**src/rtl/md_issue_ctrl.sv**
```systemverilog
// HI/LO multiply/divide issue controller: launches the shared datapath, times its latency,
// commits HI/LO and stalls D-stage HI/LO ops. Optional MD_FLUSH_ABORT_EN lets a flush abort an in-flight op.
module md_issue_ctrl #(
    parameter int unsigned MULT_CYCLES = 5,
    parameter int unsigned DIV_CYCLES  = 10,
    parameter int unsigned CW          = 4
) (
    input  logic       clk,
    input  logic       reset,
    input  logic       flush,
    input  logic [3:0] e_op,
    input  logic       e_rt_zero,
    input  logic       d_md_use,
    output logic       stall_d,
    output logic       busy,
    output logic       dp_start,
    output logic [1:0] dp_op,
    output logic       hi_we,
    output logic       lo_we,
    output logic       hilo_we,
    output logic       md_done
);

    typedef enum logic {IDLE = 1'b0, RUN = 1'b1} state_t;

    state_t        state;
    logic [CW-1:0] cnt;
    logic          div0;

    logic is_md_op;
    logic is_div_op;
    logic start;
    logic last;
    logic abort;

    assign is_md_op  = (e_op >= 4'd1) && (e_op <= 4'd4);
    assign is_div_op = (e_op == 4'd3) || (e_op == 4'd4);
    assign busy      = (state == RUN);
    assign start     = !reset && is_md_op && !flush && (state == IDLE);
    assign last      = busy && (cnt == CW'(1));

`ifdef MD_FLUSH_ABORT_EN
    assign abort = busy && flush;
`else
    assign abort = 1'b0;
`endif

    // Datapath launch and same-cycle strobes; everything is quiet in a reset cycle.
    assign dp_start = start;
    assign dp_op    = start ? 2'(e_op - 4'd1) : 2'd0;
    assign md_done  = !reset && last && !abort;
    assign hilo_we  = md_done && !div0;
    assign hi_we    = !reset && (e_op == 4'd7) && !flush && !busy;
    assign lo_we    = !reset && (e_op == 4'd8) && !flush && !busy;
    // The start term is intentionally not qualified by flush.
    assign stall_d  = !reset && d_md_use && (busy || is_md_op);

    always_ff @(posedge clk) begin
        if (reset) begin
            state <= IDLE;
            cnt   <= '0;
            div0  <= 1'b0;
        end else begin
            case (state)
                IDLE: begin
                    if (start) begin
                        state <= RUN;
                        cnt   <= is_div_op ? CW'(DIV_CYCLES) : CW'(MULT_CYCLES);
                        div0  <= is_div_op && e_rt_zero;
                    end
                end
                RUN: begin
                    if (abort || last) begin
                        state <= IDLE;
                        cnt   <= '0;
                    end else begin
                        cnt <= cnt - CW'(1);
                    end
                end
                default: begin
                    state <= IDLE;
                    cnt   <= '0;
                end
            endcase
        end
    end

endmodule

```
**config.mk**
```make
export PLATFORM = sky130hd
export DESIGN_NAME = md_issue_ctrl
export DESIGN_NICKNAME = d
export VERILOG_FILES = /design/src/rtl/md_issue_ctrl.sv
export SDC_FILE = /design/constraint.sdc
export NUM_CORES = 1
export LEC_CHECK = 0
export CAP_MARGIN = 20
export CELL_PAD_IN_SITES_DETAIL_PLACEMENT = 1
export CELL_PAD_IN_SITES_GLOBAL_PLACEMENT = 1
export CORE_MARGIN = 2
export CORE_UTILIZATION = 28
export DETAILED_ROUTE_END_ITERATION = 6
export MAX_ROUTING_LAYER = met4
export PLACE_DENSITY_LB_ADDON = 0.1
export SETUP_SLACK_MARGIN = 0.4
export SLEW_MARGIN = 0
export SYNTH_ARGS = -nofsm -noshare
export SYNTH_HDL_FRONTEND = slang
export SYNTH_SLANG_ARGS = --single-unit
```
**constraint.sdc**
```tcl
create_clock -name clk -period 1.56 [get_ports clk]
set_clock_uncertainty 0.15 [all_clocks]
set_input_delay 0.234 -clock clk [delete_from_list [all_inputs] [get_ports clk]]
set_output_delay 0.234 -clock clk [all_outputs]
set_load 0.01 [all_outputs]
```
==> results of run 1 <==
-- per-layer routing --
| metal | vias up | GRT usage, % |
|---|---|---|
| met4 | 0 | 7.568 |
| met1 | 359 | 26.35 |
| li1 | 340 | - |
| met5 | - | - |
| met3 | 14 | 8.302 |
| met2 | 33 | 41.08 |
-- area by class of cell --
| cell class | instances | area, um^2 | share of cell area, % |
|---|---|---|---|
| Sequential cell | 6 | 128.9 | 10.11 |
| Inverter | 6 | 41.29 | 3.238 |
| Tap cell | 25 | 31.28 | 2.453 |
| Clock buffer | 3 | 22.52 | 1.766 |
| Multi-Input combinational cell | 53 | 610.6 | 47.89 |
| Timing Repair Buffer | 49 | 440.4 | 34.54 |
-- stage by stage --
step / utilization [%] / cells / hold slack, ps / TNS [ps]
floorplan: - / 67 / 219.3 / -59.98
global placement: 57.02 / 126 / 345.3 / -11410
detailed placement: 57.02 / 126 / 377.6 / -11740
CTS: 67.80 / 139 / 377.5 / -818.1
global route: 72.27 / 142 / 428.1 / -1698
finish: 72.27 / 142 / 422.8 / -1097
-- report_power, final --
group          internal, uW  switching (uW)
combinational           180             168
sequential              165            11.4
clock                  88.1            71.7
-- worst paths after layout --
| path | startpoint | endpoint | slack [ps] | cells after the start |
|---|---|---|---|---|
| worst min register to register | div0$_SDFFE_PP0P_ | div0$_SDFFE_PP0P_ | 450 | 2 |
| worst max-delay path | e_op[0] | stall_d | -190 | 9 |
| worst max register to register | cnt[1]$_SDFFE_PP0P_ | cnt[3]$_SDFFE_PP0P_ | -70 | 6 |
| worst min-delay path | reset | cnt[1]$_SDFFE_PP0P_ | 420 | 3 |
-- cells by family after synthesis --
| group | count (synthesis) | share of synthesized area, % |
|---|---|---|
| AND/OR/NAND/NOR | 34 | 38.50 |
| AO/OA/AOI/OAI | 12 | 17.14 |
| buffers and inverters | 8 | 5.869 |
| adder cells (fa/ha/maj) | 6 | 14.08 |
| flip-flops | 6 | 22.54 |
| multiplexers | 1 | 1.878 |
-- flip-flops by register name, summed over array words and instances, names as in the netlist --
name and flops:
div0 1, busy 1, cnt 4
-- worst max-delay path, delay by kind of cell --
kind | cells | cell delay [ps]
AND/OR/NAND/NOR | 4 | 580
buffers and inverters | 4 | 400
adder cells (fa/ha/maj) | 1 | 140
-- repair_timing --
item	in CTS	in global routing
setup endpoints to repair	15	15
pin swaps	21	8
setup buffers	10	3
resized for setup	84	12
-- synthesized netlist by cell type (2+ instances only) --
master,count
nor2_1,9
or3_1,3
nor3_1,6
nand2b_1,2
nor2b_1,2
buf_1,2
nand3_1,2
o21ai_0,2
nand2_1,3
dfxtp_1,6
inv_1,5
ha_1,6
a21oi_1,3
==> impl_metrics.tcl, run 1 <==
set metrics [dict create \
    synth_enable_flop_cells 0 \
    p_per_area_nw_per_um2 536.8 \
    dieWidth_um 47.63 \
    slowest_stage "nor3_2" \
    core_um2 1764 \
    area.growth.synth_to_final_pct 139.2 \
    antenna_found_initial 0 \
    wl_met3_um 180 \
    std_cell_rows 15 \
    avgRoutedWirePerCell_um 20.53 \
    synthesis.area_per_instance_um2 7.955 \
    cts_buffers 3 \
    num-fill-cells 193 \
    path_cells "buf_8 > inv_6 > buf_6 > ha_4 > nor2b_4 > nor3_2 > nor2_1 > nor3b_2 > buf_2" \
    synth_area_um2 533.0 \
    drt-initial-drc-count 20 \
    arrival_ps 1360 \
    grt_pass1_wl_mm 3.484 \
    grtUsageTotal_pct 24.13 \
    wl_met2_mm 1.406 \
    yosysUniqueCellTypes 29 \
    mostFrequentLayoutCells "buf_4 (24), buf_6 (11), buf_2 (5)" \
    post-place-ws_ps -1176 \
    grt_pass1_vias 737 \
    synth_top_area_share_pct 22.54 \
    maxSlewViolCount 0 \
    cts.path.max_buffers 2 \
    portBuffers 17 \
    overflow 0 \
    syn-num-nets 82 \
    cts_root_buffer "clkbuf_4" \
    io-pin-count 18 \
    critPathLaunchType "input pin" \
    end_kind "output pin" \
    p_leak_uw 0.0005291 \
    ys_warn_count 0 \
    final_common_cell "buf_4" \
    crit_type "in2out" \
    initial_core_util_pct 30.21 \
    synth_cells 67 \
    fin_ws_ps -185.0 \
    routed.top_layer "met4" \
    maxCapViolations 0 \
    synth_top_area_cell "dfxtp_1" \
    diodes 0 \
    vdd_ir_drop_max_uv 613.5 \
    drc 0 \
    outcome "complete, but fails checks" \
    gp_congestion 0.6934 \
    power.total_uw 684.4 \
    failed_checks "setup timing" \
    hold_violations 0 \
    fin_area_um2 1275 \
    post-route-min-period_ps 1745 \
    ctsHoldBuffers 0 \
    postRouteAntennaNets 0 \
    htreeDepth 1 \
    fmax_ghz 0.5731 \
    clock_sinks 6 \
    placed_area_um2 1006 \
    ys_seq_area_share_pct 22.54 \
    clk_latency_ps 260 \
    die_y_um 47.63 \
    layout.nets 134 \
    worstMarginPinSlew_ps 295.3 \
    viasPerCell 5.254 \
    finalCritPeriodShare_pct 111.9 \
    drive_gt1_share_pct 72.65 \
    synth_flop_cell "dfxtp_1" \
    wl_met1_mm 1.202 \
    rsz0062_at_grt "yes" \
    grt_max_degree 12 \
    dp_hpwl_mm 1.395 \
    dieArea_um2 2269 \
    hold_path_class "in2reg" \
    slew_headroom_pct 80.00 \
    worstPathRequired_ps 1180 \
    clkTransAtPathRegs_ps 50 \
    setup_violations 12 \
    routed_wl_mm 2.915 \
    synth-seq-cells 6 \
    dr.pass1.iters 4 \
    cts_tree "done" \
    vias 746 \
    crit_fanout 3 \
    synth_area_leaders "dfxtp_1 (23%), ha_1 (14%), nor2_1 (6.3%)" \
    slowest_delay_ps 270 \
    async_reset_ff_share_pct 0 \
]
Power figures use the tool's default switching activity.
==> run 2, diff against run 1 <==
Clock period 1.56 ns to 1.5 ns, I/O delays scaled along.
==> impl_metrics.tcl, run 2 (synthesis results as in run 1) <==
set metrics [dict create \
    clk_latency_ps 250 \
    dr.pass1.iters 4 \
    p_leak_uw 0.0004969 \
    postRouteAntennaNets 0 \
    internal_power_uw 419.8 \
    fin_ws_ps -361.9 \
    maxCapViolations 0 \
    seq_area_um2 128.9 \
    antenna_found_initial 0 \
    slew_headroom_pct 76.49 \
    grtUsageTotal_pct 21.27 \
    overflow 0 \
    fmax_ghz 0.5371 \
    p_sw_share_pct 36.54 \
    rsz0062_at_grt "yes" \
    cts_root_buffer "clkbuf_4" \
    gp_congestion 0.7344 \
    dp_cells 128 \
    cts_tree "done" \
    critPathLaunchType "input pin" \
    portBuffers 17 \
    avgRoutedWirePerCell_um 18.72 \
    grt_pass1_vias 699 \
    layout.nets 130 \
    finalCritPeriodShare_pct 124.1 \
    dp_hpwl_mm 1.456 \
    hold_violations 0 \
    worstMarginPinSlew_ps 351.1 \
    final_cells 138 \
    p_per_area_nw_per_um2 554.2 \
    crit_fanout 3 \
    r2r_cells 5 \
    drt-initial-drc-count 7 \
    dieWidth_um 47.63 \
    htreeDepth 1 \
    ctsHoldBuffers 0 \
    grt_pass1_wl_mm 3.208 \
    clock_sinks 6 \
    pwr-share-seq_pct 27.8 \
    comb_power_share_pct 47.6 \
    grt_max_degree 9 \
    arrival_ps 1490 \
    p_sw_uw 241.7 \
    initial_core_util_pct 30.21 \
    cpMostUsedCell "buf_6" \
    slowest_stage "nor4b_4" \
    io-pin-count 18 \
    final_common_cell "buf_4" \
    cts_buffers 3 \
    clkPwrFrac_pct 24.6 \
    slowest_delay_ps 380 \
    mostFrequentLayoutCells "buf_4 (25), buf_6 (8), buf_2 (5)" \
    setup_violations 12 \
    diodes 0 \
    drive_gt1_share_pct 69.03 \
    maxSlewViolCount 0 \
    hold_path_class "in2reg" \
    area.growth.synth_to_final_pct 123.9 \
    outcome "complete, but fails checks" \
    worstPathRequired_ps 1120 \
    largest_register "cnt" \
    dieArea_um2 2269 \
    crit_type "in2out" \
    vdd_ir_drop_max_uv 503.2 \
    post-place-ws_ps -1181 \
    post-route-min-period_ps 1862 \
    num-fill-cells 190 \
    largest_reg_flops 4 \
    cts.path.max_buffers 2 \
    clkTransAtPathRegs_ps 50 \
    drc 0 \
    core_um2 1764 \
    final_core_util_pct 67.66 \
    std_cell_rows 15 \
    hold_depth 3 \
    failed_checks "setup timing" \
    routed_wl_mm 2.583 \
    viasPerCell 5.109 \
    multiInputGateArea_um2 588.1 \
    path_cells "buf_6 > buf_6 > inv_12 > ha_2 > nor3b_4 > nor4b_4 > nand2b_4 > nor2_4 > buf_6" \
    end_kind "output pin" \
    vias 705 \
    die_y_um 47.63 \
]
[run 2: timing repair]
| item | 4_1_cts | 5_1_grt |
|---|---|---|
| pin swaps | 15 | 5 |
| endpoints found under the setup margin | 15 | 15 |
| gates resized for setup | 64 | 14 |
| cloned | 0 | 0 |
| setup buffers | 5 | 2 |
[run 2: layer usage]
layer	track usage (%)	up-vias	part of all wire, %	routed length [um]
met3	6.038	10	4.4	113
li1	-	331	-	-
met5	-	-	0	0
met1	27.05	343	40	1026
met4	7.027	0	2.8	72
met2	32.43	21	53	1369
[run 2: final timing paths]
kind,startpoint,to,slack (ps)
setup reg to reg,cnt[0]$_SDFFE_PP0P_,cnt[3]$_SDFFE_PP0P_,-70
hold reg to reg,div0$_SDFFE_PP0P_,div0$_SDFFE_PP0P_,380
hold / removal,reset,div0$_SDFFE_PP0P_,330
setup / recovery,e_op[1],dp_op[0],-360
[run 2: power groups by stage]
stage / logic, uW / clock network (uW) / registers (uW)
after detailed placement: 246 / 0 / 184
final: 315 / 163 / 184
after CTS: 269 / 164 / 181
after global routing: 333 / 168 / 185
after global placement: 237 / 0 / 184
after floorplan: 123 / 0 / 188
[run 2: area by class of cell]
cell class / instances / share of cell area, %
Clock buffer: 3 / 1.887
Inverter: 6 / 3.774
Sequential cell: 6 / 10.80
Tap cell: 25 / 2.621
Timing Repair Buffer: 45 / 31.66
Multi-Input combinational cell: 53 / 49.27
[run 2: stage by stage]
step                      total power [uW]  instance area [um^2]  TNS (ps)  hold slack, ps
after CTS                            614.6                  1105     -1632           333.3
final                                661.5                  1194     -2180           327.8
after floorplan                      311.4                 683.2    -333.9           217.9
after global routing                 685.6                  1194     -2689           334.9
after global placement               420.4                  1027    -11520           340.6
after detailed placement             430.3                  1027    -11960           362.4
[run 2: worst max-delay path, delay by kind of cell]
family / cells / cell delay [ps]
AND/OR/NAND/NOR: 4 / 700
buffers and inverters: 4 / 360
adder cells (fa/ha/maj): 1 / 190
